==> src/rtl/download_packer.sv <==
// Packs 16-bit HPS download words into 64-bit masked DDR3 writes.
// A one-word skid catches the word that breaks block continuity while the old buffer drains.
module download_packer #(
    parameter logic [31:0] BASE_ADDR = 32'h0000_0000
) (
    input  logic        clock,
    input  logic        reset,
    input  logic        download_cs,
    input  logic        download_wr,
    input  logic [24:0] download_addr,
    input  logic [15:0] download_dout,
    output logic        download_waitReq,
    output logic        ddr_wr,
    output logic [31:0] ddr_addr,
    output logic [63:0] ddr_din,
    output logic [7:0]  ddr_mask,
    output logic [7:0]  ddr_burstLength,
    input  logic        ddr_waitReq
);

    typedef enum logic [1:0] {
        ST_IDLE,
        ST_FILL,
        ST_WRITE
    } state_t;

    state_t      r_state;
    state_t      w_next;
    logic [63:0] r_data;
    logic [7:0]  r_mask;
    logic [21:0] r_block;
    logic [15:0] r_skid_data;
    logic [1:0]  r_skid_lane;
    logic [21:0] r_skid_block;
    logic        r_skid_valid;

    logic [63:0] w_data;
    logic [7:0]  w_mask;
    logic [21:0] w_block;
    logic [15:0] w_skid_data;
    logic [1:0]  w_skid_lane;
    logic [21:0] w_skid_block;
    logic        w_skid_valid;

    logic        w_accept;
    logic [1:0]  w_in_lane;
    logic [21:0] w_in_block;
    logic        w_unused_addr0;

    assign w_accept       = download_wr & download_cs;
    assign w_in_lane      = download_addr[2:1];
    assign w_in_block     = download_addr[24:3];
    assign w_unused_addr0 = download_addr[0];

    function automatic logic [63:0] put_lane(input logic [63:0] d, input logic [1:0] lane,
                                             input logic [15:0] w);
        put_lane = (d & ~(64'hFFFF << {lane, 4'b0000})) | ({48'b0, w} << {lane, 4'b0000});
    endfunction

    function automatic logic [7:0] lane_mask(input logic [1:0] lane);
        lane_mask = 8'b0000_0011 << {lane, 1'b0};
    endfunction

    always_comb begin
        w_next       = r_state;
        w_data       = r_data;
        w_mask       = r_mask;
        w_block      = r_block;
        w_skid_data  = r_skid_data;
        w_skid_lane  = r_skid_lane;
        w_skid_block = r_skid_block;
        w_skid_valid = r_skid_valid;
        case (r_state)
            ST_IDLE: begin
                if (w_accept) begin
                    w_data  = put_lane('0, w_in_lane, download_dout);
                    w_mask  = lane_mask(w_in_lane);
                    w_block = w_in_block;
                    w_next  = (w_in_lane == 2'd3) ? ST_WRITE : ST_FILL;
                end
            end
            ST_FILL: begin
                if (w_accept) begin
                    if (w_in_block == r_block) begin
                        w_data = put_lane(r_data, w_in_lane, download_dout);
                        w_mask = r_mask | lane_mask(w_in_lane);
                        if (w_in_lane == 2'd3) begin
                            w_next = ST_WRITE;
                        end
                    end else begin
                        w_skid_data  = download_dout;
                        w_skid_lane  = w_in_lane;
                        w_skid_block = w_in_block;
                        w_skid_valid = 1'b1;
                        w_next       = ST_WRITE;
                    end
                end else if (!download_cs) begin
                    w_next = ST_WRITE;
                end
            end
            ST_WRITE: begin
                if (!ddr_waitReq) begin
                    // An incoming word on the drain cycle with an empty skid goes straight
                    // into the fresh buffer; with a full skid it is dropped.
                    if (r_skid_valid) begin
                        w_data       = put_lane('0, r_skid_lane, r_skid_data);
                        w_mask       = lane_mask(r_skid_lane);
                        w_block      = r_skid_block;
                        w_skid_valid = 1'b0;
                        w_next       = (r_skid_lane == 2'd3) ? ST_WRITE : ST_FILL;
                    end else if (w_accept) begin
                        w_data  = put_lane('0, w_in_lane, download_dout);
                        w_mask  = lane_mask(w_in_lane);
                        w_block = w_in_block;
                        w_next  = (w_in_lane == 2'd3) ? ST_WRITE : ST_FILL;
                    end else begin
                        w_data = '0;
                        w_mask = '0;
                        w_next = ST_IDLE;
                    end
                end else if (w_accept && !r_skid_valid) begin
                    w_skid_data  = download_dout;
                    w_skid_lane  = w_in_lane;
                    w_skid_block = w_in_block;
                    w_skid_valid = 1'b1;
                end
            end
            default: w_next = ST_IDLE;
        endcase
    end

    always_ff @(posedge clock or posedge reset) begin
        if (reset) begin
            r_state      <= ST_IDLE;
            r_data       <= '0;
            r_mask       <= '0;
            r_block      <= '0;
            r_skid_data  <= '0;
            r_skid_lane  <= '0;
            r_skid_block <= '0;
            r_skid_valid <= 1'b0;
        end else begin
            r_state      <= w_next;
            r_data       <= w_data;
            r_mask       <= w_mask;
            r_block      <= w_block;
            r_skid_data  <= w_skid_data;
            r_skid_lane  <= w_skid_lane;
            r_skid_block <= w_skid_block;
            r_skid_valid <= w_skid_valid;
        end
    end

    assign ddr_wr           = (r_state == ST_WRITE);
    assign download_waitReq = ddr_wr | r_skid_valid;
    assign ddr_addr         = BASE_ADDR + {7'b0, r_block, 3'b000};
    assign ddr_din          = r_data;
    assign ddr_mask         = r_mask;
    assign ddr_burstLength  = 8'd1;

endmodule

==> config.mk <==
export PLATFORM = sky130hd
export DESIGN_NAME = download_packer
export DESIGN_NICKNAME = d
export VERILOG_FILES = /design/src/rtl/download_packer.sv
export SDC_FILE = /design/constraint.sdc
export NUM_CORES = 1
export LEC_CHECK = 0
export ABC_AREA = 1
export CELL_PAD_IN_SITES_DETAIL_PLACEMENT = 0
export CELL_PAD_IN_SITES_GLOBAL_PLACEMENT = 2
export CORE_ASPECT_RATIO = 1.75
export CORE_MARGIN = 4
export CORE_UTILIZATION = 29
export CTS_CLUSTER_DIAMETER = 200
export DETAILED_ROUTE_END_ITERATION = 16
export GPL_TIMING_DRIVEN = 0
export PLACE_DENSITY_LB_ADDON = 0.1
export SYNTH_ARGS = -nofsm -noshare
export SYNTH_HDL_FRONTEND = slang
export SYNTH_SLANG_ARGS = --single-unit
==> constraint.sdc <==
create_clock -name clock -period 5.6 [get_ports clock]
set_clock_uncertainty 0.2 [all_clocks]
set_input_delay 0.84 -clock clock [delete_from_list [all_inputs] [get_ports clock]]
set_output_delay 0.84 -clock clock [all_outputs]
set_load 0.005 [all_outputs]
==> results.py <==
metrics = {
    "layout": {
        "fillCellCount": 3003,
        "layout.nets": 1374,
        "layout-drive-gt1-share_pct": 7.64,
        "layout_common_cells": "nand2_1, nand3_1, clkdlybuf4s50_1",
        "fin_cells": 1704,
        "final_common_cell": "nand2_1",
        "fin_util_pct": 38.6,
        "syn_to_final_growth_pct": 30.7,
        "antenna_cells": 0,
    },
    "synthesis": {
        "synth-main-ff-cell": "dfrtp_1",
        "seq_area_frac_synth_pct": 42.3,
        "synth_edf_count": 0,
        "syn_area_per_cell_um2": 7.05,
        "async_flop_share_pct": 100,
        "synth_top_area_cell": "dfrtp_1",
        "synth_seq_cells": 137,
        "ys.warnings.count": 0,
        "synth.area.top_cells": "dfrtp_1, nand2_1, nand3_1",
        "yosysUniqueCellTypes": 28,
        "synthCells": 1149,
        "netlist_area_mm2": 0.00810,
        "synth_top_area_share_pct": 42.3,
    },
    "detailed_routing": {
        "drt-initial-drc-count": 502,
        "routedWlPerCell_um": 20.6,
        "num_vias": 8523,
        "firstDrtPassIters": 5,
        "drc": 0,
        "top_layer": "met4",
        "wl_met1_um": 12800,
        "antenna_left": 0,
        "wl_met3_um": 1730,
        "avgViaCountPerCell": 5.00,
        "routed_wl_um": 35100,
        "dr_wl_met2_um": 18800,
    },
    "worst_setup_path": {
        "criticalPathCategory": "register to primary output",
        "cp_max_fo": 7,
        "cpPeakStageDelay_ns": 0.53,
        "slowest_stage": "clkdlybuf4s50_1",
        "crit_top_cell": "inv_1",
        "endpoint_kind": "primary output",
        "required_ns": 4.56,
        "critPathBufInv": 3,
        "worstPathCellList": "inv_1, ha_1, inv_1, nand2_1, clkdlybuf4s50_1",
        "critPathLaunchType": "register",
        "arrival_ns": 2.05,
        "path_delay_family": "buffers and inverters",
    },
    "grt": {
        "grt_pass1_vias": 8970,
        "overflow": 0,
        "grt_usage_pct": 23.0,
        "grt_pass1_wl_um": 53200,
        "antenna_found_initial": 0,
        "grt_max_degree": 70,
    },
    "clocking": {
        "clk_latency_ns": 0.46,
        "cts_sinks": 137,
        "root_buffer": "clkbuf_16",
        "cts_htree_levels": 4,
        "cts_resized": 0,
        "ctsHoldBuffers": 0,
        "tritoncts": "yes",
        "clkTransAtPathRegs_ns": 0.06,
        "cts_buffer_depth": 2,
        "postCtsSetupBuffers": 0,
        "cts_made_buffers": 17,
    },
    "sta": {
        "slew_violations": 0,
        "finalSetupTns_ns": 0,
        "min_period_ns": 3.09,
        "fmaxAchievable_mhz": 324,
        "finalSetupViolations": 0,
        "rsz0062_at_grt": "no",
        "slew_headroom_pct": 52.5,
        "hold_viol_final": 0,
        "tightest_slew_ns": 0.713,
        "worst_slack_ns": 2.51,
        "fin_crit_sh_pct": 55.1,
    },
    "place": {
        "gp_congestion": 0.956,
        "dp_cells": 1674,
        "io_buffers": 139,
        "dp_slack_ns": 2.02,
        "place_hpwl_um": 26700,
    },
    "die": {
        "die_x_um": 134,
        "fp.dieH_um": 229,
        "row_count": 80,
        "dieArea_mm2": 0.0308,
        "start_util_pct": 29.5,
        "core-area_mm2": 0.0274,
        "io_pins": 160,
    },
    "hold_path": {
        "hold_path.class": "register to register",
    },
    "pwr": {
        "powerDensity_mw_per_mm2": 589,
        "p_leak_nw": 4.90,
        "ir_drop_uv": 269,
    },
    "job": {
        "cap_violations": 0,
    },
    "outcome": {
        "outcome": "finished, final reports clean",
    },
}
==> area by class of cell <==
cell class,count,area [µm²],share of cell area [%]
plain buffers,101,497,4.69
multi-input cells,860,3980,37.6
clock inverters,2,10.0,0.0946
repair buffers,140,1420,13.4
clock buffers,28,527,4.98
flip-flops and latches,137,3430,32.4
well taps,369,462,4.36
inverters,67,256,2.42
==> worst register-to-register path: cells and delay by family (launching register included) <==
family                   cells  cell delay [ns]
adder cells (fa/ha/maj)      1             0.17
buffers and inverters        4             0.97
flip-flops                   1             0.40
AND/OR/NAND/NOR              4             0.99
==> report_power, final <==
part	internal, mW	switching, mW
combinational	1.20	2.09
clock	0.630	0.450
sequential	1.44	0.423
==> metrics by stage <==
step | hold WS (ns) | power [mW] | area, µm²
after detailed placement | 0.264 | 5.19 | 10000
final | 0.274 | 6.23 | 10600
after global routing | 0.292 | 6.69 | 10600
after floorplan | 0.242 | 3.50 | 8160
after global placement | 0.254 | 5.18 | 10000
after CTS | 0.278 | 6.30 | 10600
==> sequential cells by signal, indices dropped and copies added (netlist names) <==
register / cells
r_skid_data: 16
r_state: 2
ddr_mask: 8
ddr_din: 64
r_skid_block: 22
r_block: 22
r_skid_valid: 1
r_skid_lane: 2
==> cells in the mapped netlist (2+ instances only) <==
cell type / instances
xnor2_1: 3
buf_2: 31
o31ai_1: 16
conb_1: 2
nand2_1: 384
inv_1: 51
nand3_1: 172
buf_1: 7
a21oi_1: 32
buf_4: 21
a22oi_1: 22
xor2_1: 10
o21ai_1: 59
ha_1: 4
clkbuf_1: 42
o21ai_0: 104
nor3_1: 2
inv_2: 16
nand2_2: 4
nor2_1: 22
o22ai_1: 2
dfrtp_1: 137
==> path summary, 6_finish.rpt <==
| check | depth (start not counted) | to | from | slack (ns) |
|---|---|---|---|---|
| worst max-delay path | 5 | download_waitReq | r_state[0] | 2.51 |
| worst min-delay path | 2 | r_skid_block[6] | r_skid_block[6] | 0.27 |
| worst max register to register | 9 | ddr_din[37] | r_state[1] | 2.80 |
| worst min register to register | 2 | r_skid_block[6] | r_skid_block[6] | 0.27 |
| max in group asynchronous | 3 | ddr_din[12] | reset | 3.74 |
| min in group asynchronous | 2 | r_state[1] | reset | 0.66 |
==> logic make-up after synthesis <==
family / after synthesis / synth area share [%]
XOR/XNOR: 13 / 1.41
adder cells (fa/ha/maj): 4 / 0.618
AO/OA/AOI/OAI: 237 / 16.0
AND/OR/NAND/NOR: 588 / 30.3
other: 2 / 0.0927
flip-flops: 137 / 42.3
buffers and inverters: 168 / 9.24
==> layer usage <==
| metal | GRT usage [%] | up-vias |
|---|---|---|
| li1 | - | 4112 |
| met5 | 0 | - |
| met4 | 12.2 | 0 |
| met2 | 42.4 | 293 |
| met1 | 24.2 | 4024 |
| met3 | 4.59 | 94 |
Power figures use the tool's default switching activity.
